===== src/rtl/reg_scoreboard_rf.sv =====
// Architectural register file with a per-register pending-write scoreboard for decode issue.
// Optional macro RF_WB_BYPASS_EN forwards a same-cycle writeback into a waiting source operand.
module reg_scoreboard_rf #(
    parameter int XLEN     = 32,
    parameter int NUM_REGS = 32,
    parameter int ADDR_W   = 5,
    parameter int CNT_W    = 2
) (
    input  logic              clk,
    input  logic              reset,
    input  logic              uop_valid,
    input  logic [ADDR_W-1:0] rs1,
    input  logic [ADDR_W-1:0] rs2,
    input  logic [ADDR_W-1:0] rd,
    input  logic              rs1_valid,
    input  logic              rs2_valid,
    input  logic              rd_valid,
    input  logic              wb_valid,
    input  logic [ADDR_W-1:0] wb_addr,
    input  logic [XLEN-1:0]   wb_data,
    output logic              source_not_ready,
    output logic [XLEN-1:0]   rs1_data,
    output logic [XLEN-1:0]   rs2_data,
    output logic              issue_valid,
    output logic              sb_busy
);

    localparam logic [CNT_W-1:0] CNT_MAX = '1;
    localparam logic [CNT_W-1:0] CNT_ONE = CNT_W'(1);

    logic [XLEN-1:0]     regs [NUM_REGS];
    logic [CNT_W-1:0]    cnt  [NUM_REGS];

    logic                byp1;
    logic                byp2;
    logic                rs1_rdy;
    logic                rs2_rdy;
    logic                waw_full;
    logic                issue;
    logic [XLEN-1:0]     rs1_val;
    logic [XLEN-1:0]     rs2_val;
    logic [NUM_REGS-1:0] inc_vec;
    logic [NUM_REGS-1:0] dec_vec;
    logic                busy;

    always_comb begin
        byp1 = 1'b0;
        byp2 = 1'b0;
`ifdef RF_WB_BYPASS_EN
        byp1 = wb_valid && (wb_addr == rs1) && (cnt[rs1] == CNT_ONE);
        byp2 = wb_valid && (wb_addr == rs2) && (cnt[rs2] == CNT_ONE);
`else
        byp1 = 1'b0;
        byp2 = 1'b0;
`endif
        rs1_rdy = !rs1_valid || (rs1 == '0) || (cnt[rs1] == '0) || byp1;
        rs2_rdy = !rs2_valid || (rs2 == '0) || (cnt[rs2] == '0) || byp2;
        // A retiring write to rd frees a slot in the same cycle.
        waw_full = rd_valid && (rd != '0) && (cnt[rd] == CNT_MAX)
                   && !(wb_valid && (wb_addr == rd));
        source_not_ready = uop_valid && (!rs1_rdy || !rs2_rdy || waw_full);
        issue = uop_valid && !source_not_ready;

        if (!rs1_valid || (rs1 == '0))
            rs1_val = '0;
        else if (byp1)
            rs1_val = wb_data;
        else
            rs1_val = regs[rs1];

        if (!rs2_valid || (rs2 == '0))
            rs2_val = '0;
        else if (byp2)
            rs2_val = wb_data;
        else
            rs2_val = regs[rs2];
    end

    always_comb begin
        inc_vec = '0;
        dec_vec = '0;
        busy    = 1'b0;
        for (int r = 1; r < NUM_REGS; r++) begin
            inc_vec[r] = issue && rd_valid && (rd == ADDR_W'(r));
            dec_vec[r] = wb_valid && (wb_addr == ADDR_W'(r)) && (cnt[r] != '0);
            busy       = busy | (cnt[r] != '0);
        end
    end

    assign sb_busy = busy;

    always_ff @(posedge clk or negedge reset) begin
        if (!reset) begin
            for (int r = 0; r < NUM_REGS; r++) begin
                regs[r] <= '0;
                cnt[r]  <= '0;
            end
            rs1_data    <= '0;
            rs2_data    <= '0;
            issue_valid <= 1'b0;
        end else begin
            regs[0] <= '0;
            cnt[0]  <= '0;
            for (int r = 1; r < NUM_REGS; r++) begin
                if (wb_valid && (wb_addr == ADDR_W'(r)))
                    regs[r] <= wb_data;
                if (inc_vec[r] && !dec_vec[r])
                    cnt[r] <= cnt[r] + CNT_ONE;
                else if (dec_vec[r] && !inc_vec[r])
                    cnt[r] <= cnt[r] - CNT_ONE;
            end
            issue_valid <= issue;
            if (issue) begin
                rs1_data <= rs1_val;
                rs2_data <= rs2_val;
            end
        end
    end

endmodule


===== config.mk =====
export PLATFORM = sky130hd
export DESIGN_NAME = reg_scoreboard_rf
export DESIGN_NICKNAME = d
export VERILOG_FILES = /design/src/rtl/reg_scoreboard_rf.sv
export SDC_FILE = /design/constraint.sdc
export NUM_CORES = 2
export LEC_CHECK = 0
export ABC_AREA = 1
export BUFFER_PORTS_ARGS = -buffer_cell sky130_fd_sc_hd__buf_2
export CORE_MARGIN = 2
export CORE_UTILIZATION = 31
export DETAILED_ROUTE_END_ITERATION = 10
export PLACE_DENSITY = 0.43
export SLEW_MARGIN = 40
export SYNTH_ARGS = -nofsm -noshare
export SYNTH_HDL_FRONTEND = slang
export SYNTH_SLANG_ARGS = --single-unit

===== constraint.sdc =====
create_clock -name clk -period 3.15 [get_ports clk]
set_input_delay 0.315 -clock clk [delete_from_list [all_inputs] [get_ports clk]]
set_output_delay 0.315 -clock clk [all_outputs]
set_load 0.01 [all_outputs]

==> key figures <==
Outcome
  – Status: complete, no violations

Clock network
  – Root buf cell: clkbuf_16
  – Number of CTS-inserted buffers: 140
  – Clock tree from TritonCTS: built
  – CTS max path bufs: 3
  – CTS H-tree lvls: 4
  – Clock Pin Slew Worst Setup and Hold Paths: 70 ps
  – Clock sinks: about 1,100
  – Clock Latency Late Sink: 830 ps

Placed design
  – Placed instance count: 10,413
  – Worst slack, placed: -12.91 ps
  – Placed Area: 65,320 um^2
  – DP HPWL: 186.2 mm
  – PortBufs: 125
  – Final GP Congestion: 0.8892

Setup path
  – Worst setup EP type: output port
  – Worst path required time: 2830 ps
  – Crit path launch type: flip-flop
  – Crit Path Max Fanout: 3
  – Worst reg-to-reg path cell count: 20
  – Worst Path Arrival: around 2700 ps
  – Crit Path Class: reg2out

Global routing
  – First-pass GRT wire length: 443.3 mm
  – Vias in the first global route: 57,245
  – Grt ovf: 0
  – GR Util All Layers: between 30% and 40%
  – Initial antenna violation count: a little over 40
  – Pin count of the biggest net entering global routing: approximately 100

Detailed routing
  – Post-DRT Antenna Nets: 0
  – Routed wl met3: around 28 mm
  – Vias/cell: 5.712
  – TritonRoute pass-1 iters: 8
  – Max layer used: met5
  – WL met1: 134.7 mm
  – Met2 WL post-DR: 136.4 mm
  – DRT iter0 DRCs: between 7,000 and 8,000
  – Post-Route WL: 313.2 mm
  – DRC: 0
  – Avg WL per Cell: 29.20 um
  – Via count: around 60,000

Worst hold path
  – Hold WC Path Type: in2reg
  – Hold Path Depth: 4

STA
  – Final setup viols: 0
  – Worst Clk Skew: roughly 30 ps
  – Fmax: roughly 330 MHz
  – Measured slew at the worst slew-check pin: approximately 910 ps
  – Max Transition Viols Final: 0
  – Period minus WS final: 3029 ps
  – Final hold viol count: 0
  – Part of the cycle the worst path needs: between 90% and 100%
  – Relative slew margins: 39.26%
  – Slack of the critical path: 121.5 ps

Floorplan
  – Die width: 445.0 um
  – Ports: 126
  – Initial Util: between 30 and 40%
  – Core area: between 150,000 and 200,000 um^2
  – Die Y: approximately 450 um
  – Die area: between 150,000 and 200,000 um^2
  – Num rows: 161

Final layout
  – Finished Layout Cells: between 10,000 and 15,000
  – Syn-to-layout area delta: 17.21%
  – Util after Layout: about 37%
  – Nets@finish: 8,166
  – Fin area: slightly above 70,000 um^2
  – Layout cell share with drive strength beyond 1: about a tenth

Logic synthesis
  – Area of the mapped netlist: around 60,000 um^2
  – Synth cell types: 40
  – Mapped Cells: between 8,000 and 9,000
  – Synth area leaders: dfrtp_1, nand2_1, o21ai_0, a21oi_1, inv_1
  – Most used flip-flop cell after synthesis: dfrtp_1
  – Fraction of registers with async set/reset: 100.0%
  – Seq cells post-synth: ~1,100
  – Top post-synthesis cells by count: nand2_1, o21ai_0, dfrtp_1, inv_1, a21oi_1
  – Mean Syn Cell Area: 7.452 um^2
  – Number of synthesized flops with an enable pin: 0
  – Synth Warn #: 0
  – Post-Syn Nets: 8,181
  – Top-area cell type share of the netlist area: 46.44%
  – Top-count cell post-synth: nand2_1
  – Sequential fraction of the synthesis area: 46.44%
  – Yosys top cell by area: dfrtp_1

Job
  – Max Cap Viol: 0

Power
  – Power Dens Cells: 664.6 nW/um^2
  – Clk network pwr share: 34.9%
  – Tot Pwr: about 0.047 W
  – Combinational power share: ~23%
  – IR drop worst, VDD: between 0.5 and 0.6 mV
  – Int Pwr: roughly 0.03 W
  – Switching pwr: 0.01629 W
  – Sequential Power Share: ~42%
  – Sw frac: 34.68%
  – Leak pwr: 31.24 nW
## area by class of cell
cell class                 instances  area (um^2)
tap                             2526         3161
sequential                      1119        28010
clock inverter                    32        375.4
antenna                           21        52.55
clock buffer                     213         4139
timing repair buffer             541         5154
fill                           20150       122300
inverter                         599         2272
multi-input combinational       5675        27510
## logic make-up (layout without fill, tap and decap cells)
| group | Yosys count | count (layout) | share of synthesized area [%] |
|---|---|---|---|
| other | 0 | 21 | 0 |
| XOR/XNOR | 62 | 62 | 0.9006 |
| AO/OA/AOI/OAI | 2599 | 2599 | 23.93 |
| flip-flops | 1119 | 1119 | 46.44 |
| adder cells (fa/ha/maj) | 31 | 31 | 0.6433 |
| AND/OR/NAND/NOR | 2983 | 2983 | 19.52 |
| buffers and inverters | 1297 | 1385 | 8.564 |
## state kept, by name, summed over array words and instances (netlist names)
signal       cells
rs1_data        32
rs2_data        32
cnt             62
issue_valid      1
regs           992
## cell usage in the layout (no fill, tap or decap), types with 115 or more instances in the layout
| master | count |
|---|---|
| nand2_1 | 2177 |
| a21oi_1 | 518 |
| buf_2 | 115 |
| nand3_1 | 320 |
| buf_4 | 284 |
| dfrtp_1 | 1116 |
| inv_1 | 548 |
| o21ai_0 | 1532 |
| o211ai_1 | 175 |
| nor2_1 | 355 |
| clkbuf_16 | 143 |
## power groups by stage
stage               logic, W  registers, W  clock network [W]
floorplan            0.00609        0.0194                  0
global placement      0.0101        0.0199                  0
detailed placement    0.0102        0.0200                  0
CTS                   0.0104        0.0198             0.0167
global route          0.0119        0.0202             0.0172
finish                0.0107        0.0199             0.0164
## worst max-delay path, cell delays in order, from the launching register on
cell and delay [ps]:
dfrtp_1 430, inv_1 130, nand2_2 120, buf_4 170, nor2_1 100, nand4_1 170, or4_4 620, buf_2 180
## per-stage QoR
| stage | TNS, ps | hold WS, ps |
|---|---|---|
| finish | 0 | 161.5 |
| global route | -32.74 | 157.3 |
| CTS | 0 | 92.27 |
| detailed placement | -13.77 | 398.5 |
| global placement | 0 | 403.1 |
| floorplan | 0 | 19.41 |
## path summary, 6_finish.rpt
kind	start	endpoint	slack [ps]
setup / recovery	cnt[60]$_DFFE_PN0P_	sb_busy	120
hold / removal	uop_valid	rs1_data[7]$_DFFE_PN0P_	160
setup reg to reg	cnt[12]$_DFFE_PN0P_	cnt[5]$_DFFE_PN0P_	160
hold reg to reg	rs2_data[13]$_DFFE_PN0P_	rs2_data[13]$_DFFE_PN0P_	470
max in group asynchronous	reset	regs[313]$_DFFE_PN0P_	1880
min in group asynchronous	reset	cnt[55]$_DFFE_PN0P_	180
## metal layers
layer  track usage (%)  vias up
met5                 0        -
met2             47.21     3276
li1                  -    27071
met4             13.45       14
met1             42.89    30234
met3             5.652      668
## repair_timing
action,in CTS,in global routing
gates cloned,2,3
hold buffers,33,0
buffers inserted,3,6
endpoints found under the setup margin,2,58
endpoints found under the hold margin,497,0
pin swaps,2,11
gates resized for setup,14,95
Note: power is estimated with default switching activity, not from simulation.
